**config.mk**
```make
export PLATFORM = sky130hd
export DESIGN_NAME = pc_control
export DESIGN_NICKNAME = d
export VERILOG_FILES = /design/src/rtl/pc_ctrl_pkg.sv /design/src/rtl/pc_req_arbiter.sv /design/src/rtl/pc_control.sv
export SDC_FILE = /design/constraint.sdc
export NUM_CORES = 1
export LEC_CHECK = 0
export CORE_MARGIN = 1
export CORE_UTILIZATION = 39
export CTS_CLUSTER_DIAMETER = 100
export DETAILED_ROUTE_END_ITERATION = 8
export GPL_ROUTABILITY_DRIVEN = 0
export PLACE_DENSITY_LB_ADDON = 0.05
export REMOVE_ABC_BUFFERS = 1
export SETUP_SLACK_MARGIN = 0.4
export SYNTH_ARGS = -nofsm -noshare
export SYNTH_HDL_FRONTEND = slang
export SYNTH_SLANG_ARGS = --single-unit
```
**constraint.sdc**
```tcl
create_clock -name clk -period 3 [get_ports clk]
set_input_delay 0.9 -clock clk [delete_from_list [all_inputs] [get_ports clk]]
set_output_delay 0.9 -clock clk [all_outputs]
set_load 0.005 [all_outputs]
```
**src/rtl/pc_ctrl_pkg.sv**
```systemverilog
// pc_ctrl_pkg: state encodings, PC-source select codes and exception cause codes shared by pc_control and pc_req_arbiter
package pc_ctrl_pkg;
  localparam logic [2:0] ST_IDLE      = 3'd0;
  localparam logic [2:0] ST_UPDATE    = 3'd1;
  localparam logic [2:0] ST_EXC_SAVE  = 3'd2;
  localparam logic [2:0] ST_VEC_FETCH = 3'd3;
  localparam logic [2:0] ST_VEC_LOAD  = 3'd4;
  localparam logic [2:0] SEL_LS      = 3'd0;
  localparam logic [2:0] SEL_ALU_RES = 3'd1;
  localparam logic [2:0] SEL_ALU_OUT = 3'd2;
  localparam logic [2:0] SEL_SHL2    = 3'd3;
  localparam logic [2:0] SEL_EPC     = 3'd4;
  localparam logic [1:0] EXC_OVF      = 2'd0;
  localparam logic [1:0] EXC_BAD_OP   = 2'd1;
  localparam logic [1:0] EXC_DIV0     = 2'd2;
  localparam logic [1:0] EXC_MISALIGN = 2'd3;
endpackage

```
**src/rtl/pc_req_arbiter.sv**
```systemverilog
// pc_req_arbiter: fixed-priority PC request select (exc > rfe > jr > jump > branch > inc); in: requests, br_taken; out: o_valid, o_exc, o_sel
module pc_req_arbiter
  import pc_ctrl_pkg::*;
(
  input  logic       i_inc,
  input  logic       i_branch,
  input  logic       i_br_taken,
  input  logic       i_jump,
  input  logic       i_jr,
  input  logic       i_rfe,
  input  logic       i_exc,
  output logic       o_valid,
  output logic       o_exc,
  output logic [2:0] o_sel
);
  assign o_valid = i_inc | i_branch | i_jump | i_jr | i_rfe | i_exc;
  assign o_exc = i_exc;
  assign o_sel = i_rfe ? SEL_EPC :
                 i_jr ? SEL_ALU_RES :
                 i_jump ? SEL_SHL2 :
                 (i_branch && i_br_taken) ? SEL_ALU_OUT : SEL_ALU_RES;
endmodule

```
**src/rtl/pc_control.sv**
```systemverilog
// pc_control: PC-update/exception-vector FSM (IDLE/UPDATE/EXC_SAVE/VEC_FETCH/VEC_LOAD), async active-low reset_n; ports: requests, exc_code, target_lsb in; muxpcsource, pc_write, epc_write, vec_addr, mem_read, busy, done out; PC_ALIGN_CHECK_EN turns misaligned targets into exc_code 3
module pc_control
  import pc_ctrl_pkg::*;
#(
  parameter int          VEC_WAIT = 2,
  parameter logic [31:0] VEC_BASE = 32'd253
) (
  input  logic        clk,
  input  logic        reset_n,
  input  logic        req_inc,
  input  logic        req_branch,
  input  logic        br_taken,
  input  logic        req_jump,
  input  logic        req_jr,
  input  logic        req_rfe,
  input  logic        exc_req,
  input  logic [1:0]  exc_code,
  input  logic [1:0]  target_lsb,
  output logic [2:0]  muxpcsource,
  output logic        pc_write,
  output logic        epc_write,
  output logic [31:0] vec_addr,
  output logic        mem_read,
  output logic        busy,
  output logic        done
);
  logic [2:0] r_state, r_sel, r_cnt;
  logic [1:0] r_code;
  logic       w_valid, w_exc, w_fault;
  logic [2:0] w_sel;
  pc_req_arbiter u_arb (
    .i_inc      (req_inc),
    .i_branch   (req_branch),
    .i_br_taken (br_taken),
    .i_jump     (req_jump),
    .i_jr       (req_jr),
    .i_rfe      (req_rfe),
    .i_exc      (exc_req),
    .o_valid    (w_valid),
    .o_exc      (w_exc),
    .o_sel      (w_sel)
  );
`ifdef PC_ALIGN_CHECK_EN
  assign w_fault = w_valid && !w_exc && (target_lsb != 2'b00);
`else
  logic w_unused_lsb;
  assign w_unused_lsb = ^target_lsb;
  assign w_fault = 1'b0;
`endif
  always_ff @(posedge clk or negedge reset_n)
    if (!reset_n) begin
      r_state <= ST_IDLE;
      r_sel   <= SEL_LS;
      r_cnt   <= 3'd0;
      r_code  <= EXC_OVF;
    end else
      case (r_state)
        ST_IDLE:
          if (w_exc || w_fault) begin
            r_state <= ST_EXC_SAVE;
            r_code  <= w_exc ? exc_code : EXC_MISALIGN;
          end else if (w_valid) begin
            r_state <= ST_UPDATE;
            r_sel   <= w_sel;
          end
        ST_UPDATE: r_state <= ST_IDLE;
        ST_EXC_SAVE: begin
          r_state <= ST_VEC_FETCH;
          r_cnt   <= 3'(VEC_WAIT - 1);
        end
        ST_VEC_FETCH:
          if (r_cnt == 3'd0) begin
            r_state <= ST_VEC_LOAD;
            r_sel   <= SEL_LS;
          end else
            r_cnt <= r_cnt - 3'd1;
        default: r_state <= ST_IDLE;
      endcase
  assign muxpcsource = r_sel;
  assign pc_write = (r_state == ST_UPDATE) || (r_state == ST_VEC_LOAD);
  assign done = pc_write;
  assign epc_write = (r_state == ST_EXC_SAVE);
  assign mem_read = (r_state == ST_VEC_FETCH);
  assign vec_addr = mem_read ? VEC_BASE + {30'd0, r_code} : 32'd0;
  assign busy = (r_state != ST_IDLE);
endmodule

```
* Word-level counts from Yosys, hierarchy flattened
Cells that the tools add are included.
** Word-level totals
- Output and inout bits :: 40
- Logic and storage cells :: 46
- Register bits after elaboration :: 11
** Operators by class
- Bitwise operators :: 5
- $add $sub $neg :: 2
- Reductions and logical operators :: 11
- Multiplexer cells :: 15
- Equal/unequal tests :: 9
** Operators by type and width (number)
- 2-to-1 mux 3 bit :: 10
- one-hot mux 3 bit (2 select lines) :: 2
- adder 8 x 2 -> 9 bit (first input constant) :: 1
- 2-to-1 mux 9 bit :: 1
- one-hot mux 3 bit (3 select lines) :: 1
- == test 3 x 2 -> 1 bit (second input constant) :: 2
- logical NOT 3 bit :: 2
- AND reduction 2 bit :: 3
- OR 1 bit :: 5
- inequality test 2 x 1 -> 1 bit (second input constant) :: 2
- inequality test 2 bit (second input constant) :: 2
- AND reduction 4 bit :: 1
- nonzero test 2 bit :: 2
- == test 3 x 1 -> 1 bit (second input constant) :: 1
- == test 3 bit (second input constant) :: 1
- inequality test 3 x 2 -> 1 bit (second input constant) :: 1
- nonzero test 3 bit :: 1
- subtractor 3 x 1 -> 3 bit (second input constant) :: 1
- 2-to-1 mux 2 bit :: 1
- logical AND 1 bit :: 1
- logical OR 1 bit :: 1

* Longest topological paths before layout
- Word-level depth :: 8
- Gate-level depth with buffers :: 6
- Depth with buffers taken out :: 6

* Modules after synthesis
From an unflattened synthesis, not the netlist that was laid out.
** Second synthesis, totals
- Cells, all modules :: 105
- Area, all modules :: 917.1 um2
** By module, submodules not included
- pc_control :: times used 1, cells each 96, area each 868.3 um2, sequential area each 275.3 um2
- pc_req_arbiter :: times used 1, cells each 9, area each 48.8 um2, sequential area each 0.0 um2

* Worst setup path after synthesis
OpenSTA, ideal clock, no wires.
- Path type :: register to output
- Start :: register r_state[2]
- End :: output port vec_addr[3]
- Required time :: 2100 ps
- Stages on the path, launching flop included :: 4
- Slack :: 1011 ps
- Arrival :: 1089 ps
- Buffers on the path :: 1
- Cells stage by stage :: dfrtp_1 > nand3b_1 > nor2_1 > buf_4
** Between the ends
- Longest elaborated chain between the ends :: 2
** RTL lines
- start, declared :: RTL line pc_control.sv:27 : logic [2:0] r_state, r_sel, r_cnt;
- start signal, assigned :: RTL line pc_control.sv:52 : r_state <= ST_IDLE;
- start signal, assigned :: RTL line pc_control.sv:60 : r_state <= ST_EXC_SAVE;
- start signal, assigned :: RTL line pc_control.sv:63 : r_state <= ST_UPDATE;
- == test 3 x 2 -> 1 bit :: RTL line pc_control.sv:83 : assign mem_read = (r_state == ST_VEC_FETCH);
- 2-to-1 mux 9 bit :: RTL line pc_control.sv:84 : assign vec_addr = mem_read ? VEC_BASE + {30'd0, r_code} : 32'd0;
- end, declared :: RTL line pc_control.sv:22 : output logic [31:0] vec_addr,
Every way passes these cells.

* Worst setup path after layout
- Start :: register r_state[2]
- End :: output port epc_write
** Between the ends
- Longest elaborated chain between the ends :: 1
** RTL lines
- == test 3 x 2 -> 1 bit :: RTL line pc_control.sv:82 : assign epc_write = (r_state == ST_EXC_SAVE);
- end, declared :: RTL line pc_control.sv:21 : output logic epc_write,
Every way passes these cells.

==> impl_results.md <==
* Ports at 53
* Core area at 1980 sq um
* Status: finished clean
* Clock transition at the registers of the reported paths at 0.07 ns
* Routed wl met3 at ~94 um
* Peak supply drop at just under 0.4 mV
* Top-area cell type share of the netlist area at 0.332
* Tot GR Track Use at 0.149
* Crit-path max FO at 5
* Critical Path, Cell by Cell: buf_4 -> nor2_1 -> nand2_2 -> inv_1 -> clkdlybuf4s50_1
* GRT overflow at 0
* Min setup slack post-route at 0.467 ns
* Leakage at 0.671 nW
* Seq/Total Area, Yosys at 0.332
* First-pass GRT wire length at 2.24 mm
* Post-synthesis cell type count at 26
* Max-cap violations at 0
* Share of power burned in registers at 0.268
* DRC viols at 0
* CTS tree: built
* WS Path Type: reg -> out
* R2R depth at 7
* Worst path max stage delay at ~0.49 ns
* Gate Count Post-Synth at 86
* Setup crit start kind: flip-flop
* RSZ-0062 raised after global routing: true
* Min Tclk post-route at 2.53 ns
* Crit end category: output pin
* Worst hold stages at 1
* Async SR Flop Fraction at 1.00
* Fmax at 395 MHz
* Number of diodes at 0
* Reg-to-reg endpoint: muxpcsource[1]$_DFFE_PN0P_
* Clock latency at the later pin of the worst-skew pair at 0.27 ns
* Number of global-route vias before repair at 511
* Final setup viols at 0
* Fillcell total at 202
* Cts hold-fix bufs at 0
* WP data required at 2.10 ns
* Met1 WL at 588 um
* Beginning of the worst hold path: muxpcsource[2]$_DFFE_PN0P_
* Worst Hold End: muxpcsource[2]$_DFFE_PN0P_
* Max-slew violations at 0
* Die area at 2310 sq um
* CTS Buffer Depth at 2
* Layout cell share with drive strength beyond 1 at 0.155
* Post-detail-place hpwl at ~1.1 mm
* Arrival @ worst endpoint at 1.63 ns
* Worst Tran Pin Value at 0.500 ns
* Count of final hold-check violations at 0
* Antenna violations before repair at 0
* Die X-Extent at 48.1 um
* Nets at 133
* Largest cells by area after synthesis: dfrtp_1 (33%), buf_4 (26%), ha_1 (4.5%)
* Via Count at between 500 and 600
* Comb pwr share at 0.623
* Syn. warnings at 0
* Met2 routed WL at 702 um
* Slowest cell on crit path: clkdlybuf4s50_1
* Num CTS Buffers at 3
* Post-synth top area cell: dfrtp_1
* Hold WS at between 0.4 and 0.5 ns
* Number of port buffers at 27
* Initial Utilization at 0.418
* Top sig layer: met4
* Root Buffer: clkbuf_4
* PwrDens at 838 nW/um^2
* Slew HR at 0.666
* Post-route clock period utilization at 0.844
* Avg WL per Cell at just under 10 um
* Hold Path Class: reg -> reg
* Clock power frac at 0.109
* Int Pwr at 0.601 mW
* Final wirelength at around 1.4 mm
* R2R Path Start: r_state[1]$_DFFE_PN0P_
* Pin count of the biggest net entering global routing at 12
* CTS H-tree depth at 1
* Post-Syn Area at about 830 sq um
* Initial DRC count at 2
* Row count at 16
* Vias per cell at 4.15
* Reg2Reg Setup Slack at roughly 1.5 ns
* Clk sinks at 11
* Total Neg Setup Slack at 0 ns
* Sw frac at 0.352
* DP Worst Slack at just over 0.4 ns
* Sw power at 0.327 mW
* Final clock skew at about 0.0046 ns
* Most used DFF post-synth: dfrtp_1
* DR pass1 iterations at 4
* Syn_area_per_cell at slightly below 10 sq um
* Post-synthesis register bit count at 11
* Area added between synthesis and finish at 33.7%
* EDFF count, synth at 0
* DRT antenna net count at 0
* Chip Height at 48.1 um
-- power by group through the flow --
stage	logic, mW	clock network, mW	registers [mW]
floorplan	0.269	0	0.244
global placement	0.528	0	0.250
detailed placement	0.528	0	0.251
CTS	0.597	0.107	0.246
global route	0.650	0.116	0.256
finish	0.578	0.101	0.249
-- worst max-delay path by stage --
| stage | from | endpoint | slack, ns |
|---|---|---|---|
| 2_1_floorplan | r_state[2]$_DFFE_PN0P_ | vec_addr[2] | 1.03 |
| 3_3_place_gp | exc_req | muxpcsource[1]$_DFFE_PN0P_ | 0.43 |
| 3_5_place_dp | exc_req | muxpcsource[1]$_DFFE_PN0P_ | 0.42 |
| 4_1_cts | r_state[2]$_DFFE_PN0P_ | vec_addr[1] | 0.44 |
| 5_1_grt | r_state[2]$_DFFE_PN0P_ | epc_write | 0.36 |
| 6_report | r_state[2]$_DFFE_PN0P_ | epc_write | 0.47 |
-- through the flow --
stage               power [mW]  area, sq um  std cells   util
floorplan                0.514          693         79      -
finish                   0.928         1110        143  0.559
detailed placement       0.779          997        133  0.503
global placement         0.777          997        133  0.503
CTS                      0.950         1080        143  0.543
global route              1.02         1110        143  0.559
-- layer usage --
| layer | GRT usage | up-vias |
|---|---|---|
| met1 | 0.178 | 265 |
| met2 | 0.235 | 32 |
| met5 | 0 | - |
| li1 | - | 294 |
| met3 | 0.0679 | 3 |
| met4 | 0.0500 | 0 |
-- layout by cell type (no fill, tap or decap) --
master and instances:
and2_1 2, nand2_1 4, inv_1 3, nand2b_1 1, nand3_1 3, nor2_2 1, mux2_4 2, nand4_1 1
buf_6 1, or3_4 1, o21ai_1 1, nand2_2 1, o22a_1 1, clkbuf_1 1, a311oi_1 1, nor2_4 1
clkbuf_4 3, nor2_8 1, xnor2_1 2, a21oi_1 1, dfrtp_1 11, xor2_1 1, ha_1 3, dlymetal6s2s_1 10
a21bo_1 1, inv_2 1, mux2_1 2, nand3b_1 2, a21oi_4 1, buf_4 5, clkdlybuf4s50_1 17, conb_1 23
nor2_1 5, nor4_1 2
-- flip-flops by register name, summed over array words and instances (netlist names) --
name	cells
muxpcsource	3
r_cnt	3
r_code	2
r_state	3
-- synth_stat cells (all sizes together), types with 2 or more instances --
library cell	instances
a21oi	2
and2	2
buf	29
dfrtp	11
ha	3
inv	4
mux2	4
nand2	5
nand3	3
nand3b	2
nor2	8
nor4	2
xnor2	2
-- cells by family after synthesis --
| kind of cell | share of synthesized area |
|---|---|
| buffers and inverters | 0.281 |
| AND/OR/NAND/NOR | 0.177 |
| flip-flops | 0.332 |
| AO/OA/AOI/OAI | 0.0650 |
| multiplexers | 0.0634 |
| adder cells (fa/ha/maj) | 0.0453 |
| XOR/XNOR | 0.0317 |
| other | 0.00453 |
-- timing repair --
action | CTS | global route
endpoints found under the hold margin | 0 | 0
buffers inserted | 6 | 0
gates resized for setup | 3 | 12
endpoints found under the setup margin | 9 | 11
-- final cells by class --
cell class,count,area (sq um),share of cell area
multi-input cells,64,413,0.373
flip-flops and latches,11,275,0.249
well taps,27,33.8,0.0305
repair buffers,33,344,0.311
clock buffers,4,26.3,0.0237
inverters,4,15.0,0.0136
-- critical path, delay by kind of cell, from the launching register on --
kind / cells / cell delay [ns]
buffers and inverters: 3 / 0.72
flip-flops: 1 / 0.38
AND/OR/NAND/NOR: 2 / 0.26
No activity file was read; power rests on OpenSTA's default activity.
